[config.mk]
export PLATFORM = sky130hd
export DESIGN_NAME = bus_reg_slave_flat
export DESIGN_NICKNAME = d
export VERILOG_FILES = /design/src/rtl/bus_reg_pkg.sv /design/src/rtl/bus_reg_slave_if.sv /design/src/rtl/bus_reg_array.sv /design/src/rtl/bus_reg_slave.sv /design/src/flat_wrapper.sv
export SDC_FILE = /design/constraint.sdc
export NUM_CORES = 1
export LEC_CHECK = 0
export BUFFER_PORTS_ARGS = -buffer_cell sky130_fd_sc_hd__buf_2
export CAP_MARGIN = 20
export CORE_MARGIN = 2
export CORE_UTILIZATION = 32
export DETAILED_ROUTE_END_ITERATION = 8
export SLEW_MARGIN = 20
export SYNTH_ARGS = -nofsm -noshare
export SYNTH_HDL_FRONTEND = slang
export SYNTH_SLANG_ARGS = --single-unit
[constraint.sdc]
create_clock -name clk -period 5.8 [get_ports clk]
set_input_delay 0.29 -clock clk [delete_from_list [all_inputs] [get_ports clk]]
set_output_delay 0.29 -clock clk [all_outputs]
set_load 0.03 [all_outputs]
[src/rtl/bus_reg_pkg.sv]
// rtl/bus_reg_pkg.sv - shared types and constants for the bus_reg_slave register endpoint
package bus_reg_pkg;

    typedef enum logic [0:0] {
        IDLE = 1'b0,
        RESP = 1'b1
    } bus_reg_state_t;

    // Response struct is sized for the widest supported word; narrower builds zero-extend.
    localparam int BUS_REG_MAX_DW = 64;

    typedef struct packed {
        logic [BUS_REG_MAX_DW-1:0] rdata;
        logic                      err;
    } bus_reg_rsp_t;

    localparam logic [7:0] ERR_COUNT_MAX = 8'hFF;

endpackage

[src/rtl/bus_reg_slave_if.sv]
// rtl/bus_reg_slave_if.sv - request/response bus between a local master and bus_reg_slave (BUS_REG_SLAVE_WSTRB_EN adds req_wstrb)
interface bus_reg_slave_if #(
    parameter int DATA_WIDTH = 8,
    parameter int ADDR_WIDTH = 4
) ();

    logic                    req_valid;
    logic                    req_ready;
    logic                    req_write;
    logic [ADDR_WIDTH-1:0]   req_addr;
    logic [DATA_WIDTH-1:0]   req_wdata;
`ifdef BUS_REG_SLAVE_WSTRB_EN
    logic [DATA_WIDTH/8-1:0] req_wstrb;
`endif
    logic                    rsp_valid;
    logic                    rsp_ready;
    logic [DATA_WIDTH-1:0]   rsp_rdata;
    logic                    rsp_err;

    modport slave (
        input  req_valid, req_write, req_addr, req_wdata,
`ifdef BUS_REG_SLAVE_WSTRB_EN
        input  req_wstrb,
`endif
        input  rsp_ready,
        output req_ready, rsp_valid, rsp_rdata, rsp_err
    );

    modport master (
        output req_valid, req_write, req_addr, req_wdata,
`ifdef BUS_REG_SLAVE_WSTRB_EN
        output req_wstrb,
`endif
        output rsp_ready,
        input  req_ready, rsp_valid, rsp_rdata, rsp_err
    );

endinterface

[src/rtl/bus_reg_array.sv]
// rtl/bus_reg_array.sv - DEPTH x DATA_WIDTH register storage, sync write, comb read, async clear (BUS_REG_SLAVE_WSTRB_EN adds byte enables)
module bus_reg_array #(
    parameter int DATA_WIDTH = 8,
    parameter int ADDR_WIDTH = 4,
    parameter int DEPTH      = 12
) (
    input  logic                    clk,
    input  logic                    rst,
    input  logic                    wr_en_i,
    input  logic [ADDR_WIDTH-1:0]   wr_addr_i,
    input  logic [DATA_WIDTH-1:0]   wr_data_i,
`ifdef BUS_REG_SLAVE_WSTRB_EN
    input  logic [DATA_WIDTH/8-1:0] wr_be_i,
`endif
    input  logic [ADDR_WIDTH-1:0]   rd_addr_i,
    output logic [DATA_WIDTH-1:0]   rd_data_o
);

    localparam logic [ADDR_WIDTH:0] DEPTH_W = (ADDR_WIDTH+1)'(DEPTH);

    logic [DATA_WIDTH-1:0] mem_q [DEPTH];

    always_ff @(posedge clk or posedge rst) begin
        if (rst) begin
            for (int i = 0; i < DEPTH; i++) begin
                mem_q[i] <= '0;
            end
        end else if (wr_en_i) begin
`ifdef BUS_REG_SLAVE_WSTRB_EN
            for (int b = 0; b < DATA_WIDTH/8; b++) begin
                if (wr_be_i[b]) begin
                    mem_q[wr_addr_i][b*8 +: 8] <= wr_data_i[b*8 +: 8];
                end
            end
`else
            mem_q[wr_addr_i] <= wr_data_i;
`endif
        end
    end

    // Unimplemented addresses read as zero rather than indexing past the array.
    assign rd_data_o = ({1'b0, rd_addr_i} < DEPTH_W) ? mem_q[rd_addr_i] : '0;

endmodule

[src/rtl/bus_reg_slave.sv]
// rtl/bus_reg_slave.sv - valid/ready register-file slave: handshake FSM, range check, error counter (BUS_REG_SLAVE_WSTRB_EN enables byte strobes)
module bus_reg_slave
    import bus_reg_pkg::*;
#(
    parameter int DATA_WIDTH = 8,
    parameter int ADDR_WIDTH = 4,
    parameter int DEPTH      = 12
) (
    input  logic            clk,
    input  logic            rst,
    bus_reg_slave_if.slave  bus,
    output logic [7:0]      err_count
);

    localparam logic [ADDR_WIDTH:0] DEPTH_W = (ADDR_WIDTH+1)'(DEPTH);

    bus_reg_state_t        state_q, state_d;
    bus_reg_rsp_t          rsp_q, rsp_d;
    logic [7:0]            err_cnt_q, err_cnt_d;
    logic                  req_fire, rsp_fire, in_range, wr_en;
    logic [DATA_WIDTH-1:0] rd_data;
    logic                  unused_rdata_hi;

    assign bus.req_ready = (state_q == IDLE) || bus.rsp_ready;
    assign req_fire      = bus.req_valid && bus.req_ready;
    assign rsp_fire      = (state_q == RESP) && bus.rsp_ready;
    assign in_range      = {1'b0, bus.req_addr} < DEPTH_W;
    assign wr_en         = req_fire && bus.req_write && in_range;

    bus_reg_array #(
        .DATA_WIDTH (DATA_WIDTH),
        .ADDR_WIDTH (ADDR_WIDTH),
        .DEPTH      (DEPTH)
    ) u_array (
        .clk       (clk),
        .rst       (rst),
        .wr_en_i   (wr_en),
        .wr_addr_i (bus.req_addr),
        .wr_data_i (bus.req_wdata),
`ifdef BUS_REG_SLAVE_WSTRB_EN
        .wr_be_i   (bus.req_wstrb),
`endif
        .rd_addr_i (bus.req_addr),
        .rd_data_o (rd_data)
    );

    // A new request fire always wins over returning to IDLE: it reloads the response.
    always_comb begin
        state_d   = state_q;
        rsp_d     = rsp_q;
        err_cnt_d = err_cnt_q;
        if (req_fire) begin
            state_d   = RESP;
            rsp_d.err = !in_range;
            rsp_d.rdata = (bus.req_write || !in_range) ? '0 : BUS_REG_MAX_DW'(rd_data);
            if (!in_range && (err_cnt_q != ERR_COUNT_MAX)) begin
                err_cnt_d = err_cnt_q + 8'd1;
            end
        end else if (rsp_fire) begin
            state_d = IDLE;
        end
    end

    always_ff @(posedge clk or posedge rst) begin
        if (rst) begin
            state_q   <= IDLE;
            rsp_q     <= '0;
            err_cnt_q <= '0;
        end else begin
            state_q   <= state_d;
            rsp_q     <= rsp_d;
            err_cnt_q <= err_cnt_d;
        end
    end

    assign bus.rsp_valid = (state_q == RESP);
    assign bus.rsp_rdata = rsp_q.rdata[DATA_WIDTH-1:0];
    assign bus.rsp_err   = rsp_q.err;
    assign err_count     = err_cnt_q;
    assign unused_rdata_hi = ^rsp_q.rdata;

endmodule

[src/flat_wrapper.sv]
// flat-port wrapper written by rule: the top's interface ports become plain ports
module bus_reg_slave_flat import bus_reg_pkg::*;
#(
    parameter int DATA_WIDTH = 8,
    parameter int ADDR_WIDTH = 4,
    parameter int DEPTH      = 12
)
  (clk, rst, err_count, bus_req_valid, bus_req_write, bus_req_addr, bus_req_wdata, bus_rsp_ready, bus_req_ready, bus_rsp_valid, bus_rsp_rdata, bus_rsp_err);
  bus_reg_slave_if #(.DATA_WIDTH(DATA_WIDTH), .ADDR_WIDTH(ADDR_WIDTH)) bus_i ();
  input  logic clk;
  input  logic rst;
  output logic [7:0] err_count;
  input wire logic [$bits(bus_i.req_valid)-1:0] bus_req_valid;
  input wire logic [$bits(bus_i.req_write)-1:0] bus_req_write;
  input wire logic [$bits(bus_i.req_addr)-1:0] bus_req_addr;
  input wire logic [$bits(bus_i.req_wdata)-1:0] bus_req_wdata;
  input wire logic [$bits(bus_i.rsp_ready)-1:0] bus_rsp_ready;
  output wire logic [$bits(bus_i.req_ready)-1:0] bus_req_ready;
  output wire logic [$bits(bus_i.rsp_valid)-1:0] bus_rsp_valid;
  output wire logic [$bits(bus_i.rsp_rdata)-1:0] bus_rsp_rdata;
  output wire logic [$bits(bus_i.rsp_err)-1:0] bus_rsp_err;
  assign bus_i.req_valid = bus_req_valid;
  assign bus_i.req_write = bus_req_write;
  assign bus_i.req_addr = bus_req_addr;
  assign bus_i.req_wdata = bus_req_wdata;
  assign bus_i.rsp_ready = bus_rsp_ready;
  assign bus_req_ready = bus_i.req_ready;
  assign bus_rsp_valid = bus_i.rsp_valid;
  assign bus_rsp_rdata = bus_i.rsp_rdata;
  assign bus_rsp_err = bus_i.rsp_err;
  bus_reg_slave #(.DATA_WIDTH(DATA_WIDTH), .ADDR_WIDTH(ADDR_WIDTH), .DEPTH(DEPTH)) u_core (.clk(clk), .rst(rst), .bus(bus_i), .err_count(err_count));
endmodule
; Word-level counts from Yosys, hierarchy flattened
; Cells that the tools add are included.
[op_classes]
addsub = 1
n_lt_le_gt_ge = 3
n_eq_ne = 1
n_mux = 10
bitwise_logic = 2
reduce_logical = 11
[op_table]
columns = op, count
row1 = 96-bit bitwise mux, 1
row2 = 8-bit two-way mux, 5
row3 = 8-bit binary-select mux with 4-bit select, 1
row4 = 8-bit demux with 4-bit select, 1
row5 = "8-bit by 1-bit adder with 8-bit output, second input constant", 1
row6 = "8-bit inequality test, second input constant", 1
row7 = 1-bit logical AND, 6
row8 = "5-bit >= comparator, second input constant", 1
row9 = "5-bit by 1-bit less-than comparator with 1-bit output, second input constant", 1
row10 = 4-bit NOT with 5-bit output, 1
row11 = "4-bit less-than comparator, second input constant", 1
row12 = 1-bit logical OR, 2
row13 = 1-bit two-way mux, 2
row14 = 2-bit AND reduction, 1
row15 = 2-bit nonzero test, 1
row16 = 1-bit logical NOT, 1
row17 = 1-bit NOT, 1
[word_totals]
regBits = 114
in_bits = 17
out_inout_bits = 19
elab_cells = 44

; Depth between registers and ports, before layout
; Gate-level depths: netlist (run 1).
[logic_depth]
word_depth = 6
mapped_depth = 6

; Modules after synthesis
; Synthesis (run 1) repeated with hierarchy kept, for this count alone.
[hier_totals]
hier_cells = 348
area_unflattened_um2 = 5252.5
[by_module_without_submodules]
columns = module, n_inst, cells_per_inst, area_each_um2, seq_area_each_um2
row1 = bus_reg_array, 1, 283, 4448.0, 2402.3
row2 = bus_reg_slave, 1, 65, 804.5, 450.4

; Worst setup path after synthesis (run 1)
; OpenSTA, ideal clock, no wires.
[synth_path]
path_kind = reg-to-reg
from = reg u_core.state_q (netlist: u_core.bus.rsp_valid)
to = reg u_core.u_array.mem_q[0] in the netlist's numbering
arrival_ns = 2.011
required_time_ns = 5.675
slack_ns = 3.664
path_stages_with_launch = 6
path_buffers = 1
cell_sequence = dfrtp_1 -> nor2b_1 -> or4b_1 -> clkbuf_1 -> nor2_2 -> mux2_2
[synth_between]
elab_chain_cells = 5
[synth_lines]
columns = element, line
row1 = from (decl), bus_reg_slave.sv:17  ; bus_reg_state_t state_q, state_d;
row2 = from (signal assigned), bus_reg_slave.sv:70  ; state_q <= state_d;
row3 = 1-bit NOT, bus_reg_slave.sv:24  ; assign bus.req_ready = (state_q == IDLE) || bus.rsp_ready;
row4 = 1-bit logical OR, bus_reg_slave.sv:24
row5 = 1-bit logical AND, bus_reg_slave.sv:25  ; assign req_fire = bus.req_valid && bus.req_ready;
row6 = 1-bit logical AND (2 in a row), bus_reg_slave.sv:28  ; assign wr_en = req_fire && bus.req_write && in_range;
row7 = "to (signal, indexed assignment)", bus_reg_array.sv:36  ; mem_q[wr_addr_i] <= wr_data_i;
row8 = to (decl), bus_reg_array.sv:21  ; logic [DATA_WIDTH-1:0] mem_q [DEPTH];
; Every way passes these cells.
; A chain may end at the register's enable or synchronous reset.

; Worst setup path after layout (run 1)
[layout_path]
from = reg u_core.state_q (netlist: u_core.bus.rsp_valid)
to = reg u_core.u_array.mem_q[34] in the netlist's numbering
; The elaborated chain is that of the path after synthesis.

==> flow_metrics.tcl, run 1 <==
set metrics [dict create \
    fin_util_pct 39.0 \
    cts_setup_buffers 0 \
    grt_max_degree 74 \
    synth_area_per_cell_um2 14.7 \
    synth.largest_area_cell "dfrtp_1" \
    peakVddDrop_uv 166 \
    arrival_ns 2.72 \
    clk_pin_slew_ns 0.05 \
    hold_path.class "primary input to flip-flop" \
    die_h_um 131 \
    reg2regPathDepth 4 \
    period_share_pct 42.0 \
    yosysWarnings 0 \
    cts_tree "built" \
    tightestPinTransition_ns 1.05 \
    clock_sinks 114 \
    hold_violations 0 \
    avgViaCountPerCell 5.05 \
    dr.pass1.iters 4 \
    clk_latency_ns 0.41 \
    grt_usage_pct 14.2 \
    skew_ns 0.00604 \
    ioPinCount 36 \
    period_needed_ns 2.43 \
    gp_congestion 0.723 \
    power_density_nw_per_um2 406 \
    drc 0 \
    grt_pass1_wl_um 18000 \
    die_x_um 131 \
    drt-total-wl_um 11500 \
    syn_to_final_growth_pct 19.7 \
    port_buffers 35 \
    grt_overflow 0 \
    most-common-layout-cells "114 x dfrtp_1, 113 x mux2_2, 35 x buf_2" \
    synth-seq-area-share_pct 55.3 \
    rsz0062_at_grt "false" \
    worstPathRequired_ns 6.09 \
    fin_cells 615 \
    dp_cells 582 \
    yosys.cell_types.count 31 \
    worstSetupPathType "flip-flop to flip-flop" \
    outcome "complete, no violations" \
    holdPathStages 2 \
    setup_viol 0 \
    maxCapViolations 0 \
    yosys-top-cells-area "dfrtp_1 55%, mux2_2 25%, mux4_2 7.0%" \
    tns_ns 0 \
    syn-num-nets 370 \
    synth_top_family_by_area "multiplexers" \
    first_global_vias 3188 \
    synthAdderAreaFrac_pct 0.242 \
    antenna_left 0 \
    synthXorXnorAreaFrac_pct 1.19 \
    dp_hpwl_um 7450 \
    final_common_cell "dfrtp_1" \
    coreArea_um2 15800 \
    num_vias 3104 \
    drive_gt1_share_pct 51.1 \
    synthesis.area_um2 5160 \
    clock_path_buffers 2 \
    cts_buffers 17 \
    antenna_found_initial 0 \
    cp-end-kind "flip-flop" \
    fmax_mhz 411 \
    rows 46 \
    final-max-slew-violation-count 0 \
    muxShareOfSynthArea_pct 31.6 \
    dieArea_um2 17200 \
    fin_nets 404 \
    n_antenna_cell 0 \
    yosys.area_share.simple_pct 5.75 \
    start_kind "flip-flop" \
    initial_utilization_pct 32.6 \
    wl_per_cell_um 18.6 \
    slew_headroom_pct 29.8 \
    p_leak_nw 2.81 \
    drt_iter0_markers 193 \
    synth_top_area_share_pct 55.3 \
    crit_fanout 8 \
    synthCells 352 \
    cts-root-buf "clkbuf_16" \
    synth_seq_cells 114 \
    synth-compound-area-share_pct 3.90 \
    cts_max_level 4 \
]
[where the power goes]
| group | internal [mW] | switching, mW |
|---|---|---|
| logic | 0.180 | 0.176 |
| clock network | 0.782 | 0.354 |
| registers | 0.933 | 0.0803 |
| total | 1.90 | 0.610 |
[final timing paths]
path / start / to / slack (ns)
min reg2reg: u_core.err_count[5] / u_core.err_count[5] / 0.47
max in group asynchronous: rst / u_core.bus.rsp_rdata[2] / 4.00
min in group asynchronous: rst / u_core.u_array.mem_q[26] / 0.48
max reg2reg: u_core.bus.rsp_valid / u_core.u_array.mem_q[34] / 3.37
min: bus_req_valid / u_core.bus.rsp_valid / 0.17
max: u_core.bus.rsp_valid / u_core.u_array.mem_q[34] / 3.37
[stage by stage]
step / cell area (um2) / setup slack, ns / power [mW] / hold slack (ns)
5_1_grt: 6180 / 3.19 / 2.61 / 0.181
4_1_cts: 6180 / 3.36 / 2.53 / 0.151
3_5_place_dp: 5520 / 3.36 / 1.38 / 0.379
3_3_place_gp: 5520 / 3.38 / 1.37 / 0.368
2_1_floorplan: 5160 / 2.49 / 1.28 / 0.398
6_report: 6180 / 3.37 / 2.51 / 0.165
[sequential cells by signal, summed over array words and instances, names as in the netlist]
name and flops:
u_core.err_count 8, u_core.u_array.mem_q 96, u_core.bus.rsp_rdata 8, u_core.bus.rsp_err 1, u_core.bus.rsp_valid 1
[layer usage]
metal | GRT usage (%) | wire length [um] | part of all wire [%]
met1 | 17.8 | 5000 | 44
met2 | 23.5 | 5780 | 50
met3 | 3.18 | 367 | 3.2
met4 | 6.32 | 302 | 2.6
met5 | 0 | 0 | 0
[Yosys cell counts]
library cell	n
dfrtp_1	114
buf_2	7
nor2_2	6
nand2b_1	6
mux4_2	16
or4_1	1
a2111oi_0	3
nand3_1	2
a21oi_1	1
nor2_1	10
nor4b_2	1
and4_1	2
clkbuf_1	13
nand4_1	1
nor2b_1	1
xor2_1	6
a22oi_1	8
o221ai_1	8
mux2_2	113
nor4b_1	2
and3_1	1
nor3b_1	1
nor4bb_1	1
xnor2_1	1
nor3_4	2
ha_1	1
o21ai_0	8
inv_1	3
buf_1	2
or4b_1	1
nand2_1	10
[kinds of logic after synthesis]
kind of cell / after synthesis
multiplexers: 129
flip-flops: 114
AND/OR/NAND/NOR: 48
AO/OA/AOI/OAI: 28
buffers and inverters: 25
XOR/XNOR: 7
adder cells (fa/ha/maj): 1
[timing repair]
| item | in CTS | in global routing |
|---|---|---|
| hold endpoints to repair | 41 | 0 |
| setup endpoints to repair | 0 | 0 |
| resized for setup | 0 | 0 |
| hold buffers | 1 | 0 |
[cell type report]
cell class                      instances  area [um2]
Fill cell                            1462        9650
Sequential cell                       114        2850
Multi-Input combinational cell        213        2200
Clock buffer                           22         464
Tap cell                              216         270
Timing Repair Buffer                   37         193
Clock inverter                         10         180
Inverter                                3        13.8
[critical path, cell delays in order (launching register included)]
cell     delay [ns]
dfrtp_1        0.36
nor2b_1        0.18
nor4b_1        0.76
nand3_1        0.56
mux2_2         0.45
No activity file was read; power rests on OpenSTA's default activity.
==> run 2, diff against run 1 <==
==> constraint.sdc (replaced) <==
create_clock -name clk -period 2.44 [get_ports clk]
set_input_delay 0.122 -clock clk [delete_from_list [all_inputs] [get_ports clk]]
set_output_delay 0.122 -clock clk [all_outputs]
set_load 0.03 [all_outputs]
==> run 2 against run 1 <==
  * Die area unchanged
  * Critical path depth unchanged
  * Routed wire length up 2.3%
  * Global-route usage up 0.59 points
  * Cell area up 1.4%
  * Largest cell class unchanged
==> flow_metrics.tcl, run 2 (same netlist as run 1, synthesis figures left out) <==
set metrics [dict create \
    fin_util_pct 39.6 \
    largest_register_ffs 96 \
    grt.met1_usage_pct 19.6 \
    internal_power_mw 4.27 \
    rsz0062_at_grt "false" \
    p_switching_mw 1.50 \
    drt_iter0_markers 244 \
    die_x_um 131 \
    dp_hpwl_um 7930 \
    most-common-layout-cells "114 x dfrtp_1, 113 x mux2_2, 35 x buf_2" \
    wl_per_cell_um 18.6 \
    grt_overflow 0 \
    dr.pass1.iters 4 \
    grt_max_degree 60 \
    n_antenna_cell 0 \
    crit_fanout 8 \
    tns_ns 0 \
    dpl_cell_area_um2 5640 \
    grt_usage_pct 14.8 \
    initial_utilization_pct 32.6 \
    first_global_vias 3395 \
    tightestPinTransition_ns 0.707 \
    use_met3_pct 3.75 \
    cp-end-kind "flip-flop" \
    period_share_pct 90.9 \
    comb_power_share_pct 14.9 \
    drive_gt1_share_pct 53.3 \
    fin_area_um2 6260 \
    setup_viol 0 \
    ctsResizeCount 0 \
    rows 46 \
    hold_path.class "primary input to flip-flop" \
    grt_util_met2_pct 23.5 \
    cts_tree "built" \
    worstPathRequired_ns 2.73 \
    ioPinCount 36 \
    outcome "complete, no violations" \
    gp_congestion 0.770 \
    antenna_left 0 \
    period_needed_ns 2.22 \
    cts_buffers 17 \
    cts-root-buf "clkbuf_16" \
    avgViaCountPerCell 5.00 \
    antenna_found_initial 0 \
    fin_nets 418 \
    largest_register "u_core.u_array.mem_q" \
    drc 0 \
    holdWs_ns 0.109 \
    grt_pass1_wl_um 18700 \
    fmax_mhz 451 \
    die_h_um 131 \
    fillerInstances 1461 \
    num_vias 3142 \
    worstSetupPathType "flip-flop to flip-flop" \
    skew_ns 0.00823 \
    clk_pin_slew_ns 0.06 \
    clock_path_buffers 2 \
    arrival_ns 2.51 \
    cts_max_level 4 \
    p_leak_nw 2.86 \
    sw_frac_of_total_pct 25.9 \
    power_frac_seq_pct 41.7 \
    slew_headroom_pct 52.8 \
    clk_latency_ns 0.41 \
    clkPwrFrac_pct 43.3 \
    clock_sinks 114 \
    drt-total-wl_um 11700 \
    maxCapViolations 0 \
    port_buffers 35 \
    busiest_layer "met2" \
    power_density_nw_per_um2 920 \
    peakVddDrop_uv 482 \
    syn_to_final_growth_pct 21.4 \
    coreArea_um2 15800 \
    final-max-slew-violation-count 0 \
    final_common_cell "dfrtp_1" \
    start_kind "flip-flop" \
    dieArea_um2 17200 \
    hold_violations 0 \
]
run 2: area by class of cell:
cell class / instances / area, um2 / area share (%)
multi-input combinational: 213 / 2200 / 35.2
timing repair buffer: 51 / 313 / 5.00
inverter: 3 / 15.0 / 0.240
clock buffer: 21 / 480 / 7.67
clock inverter: 11 / 126 / 2.02
sequential: 114 / 2850 / 45.6
tap: 216 / 270 / 4.32
run 2: worst paths after layout:
| kind | depth (start not counted) | slack [ns] | end | start |
|---|---|---|---|---|
| setup / recovery | 4 | 0.22 | u_core.u_array.mem_q[12] | u_core.bus.rsp_valid |
| setup reg to reg | 4 | 0.22 | u_core.u_array.mem_q[12] | u_core.bus.rsp_valid |
| min in group asynchronous | 3 | 0.38 | u_core.u_array.mem_q[21] | rst |
| hold / removal | 4 | 0.11 | u_core.bus.rsp_valid | bus_rsp_ready |
| max in group asynchronous | 4 | 1.29 | u_core.u_array.mem_q[55] | rst |
| hold reg to reg | 2 | 0.47 | u_core.bus.rsp_err | u_core.bus.rsp_err |
run 2: timing repair:
action	4_1_cts	5_1_grt
buffers inserted	0	0
hold buffers	2	0
hold endpoints to repair	30	0
run 2: layer usage:
layer,wire length [um],share of wire [%]
met5,0,0
met4,180,1.5
met3,499,4.3
met2,5790,49
met1,5240,45
run 2: through the flow:
step,setup slack (ns),std cells,power [mW]
6_report,0.223,629,5.76
5_1_grt,0.109,629,6.02
4_1_cts,0.218,629,5.81
3_5_place_dp,0.226,595,3.31
3_3_place_gp,0.263,595,3.25
2_1_floorplan,0.304,352,3.04
run 2: worst max-delay path: stages (launching register included):
cell and delay, ns:
dfrtp_1 0.36, nor2b_1 0.18, or4b_1 0.68, nor2_2 0.48, mux2_2 0.40
run 2: power groups by stage:
stage	combinational [mW]	sequential (mW)	clock, mW
floorplan	0.556	2.49	0
global placement	0.839	2.41	0
detailed placement	0.869	2.44	0
CTS	0.873	2.41	2.53
global route	0.937	2.45	2.63
finish	0.861	2.41	2.50
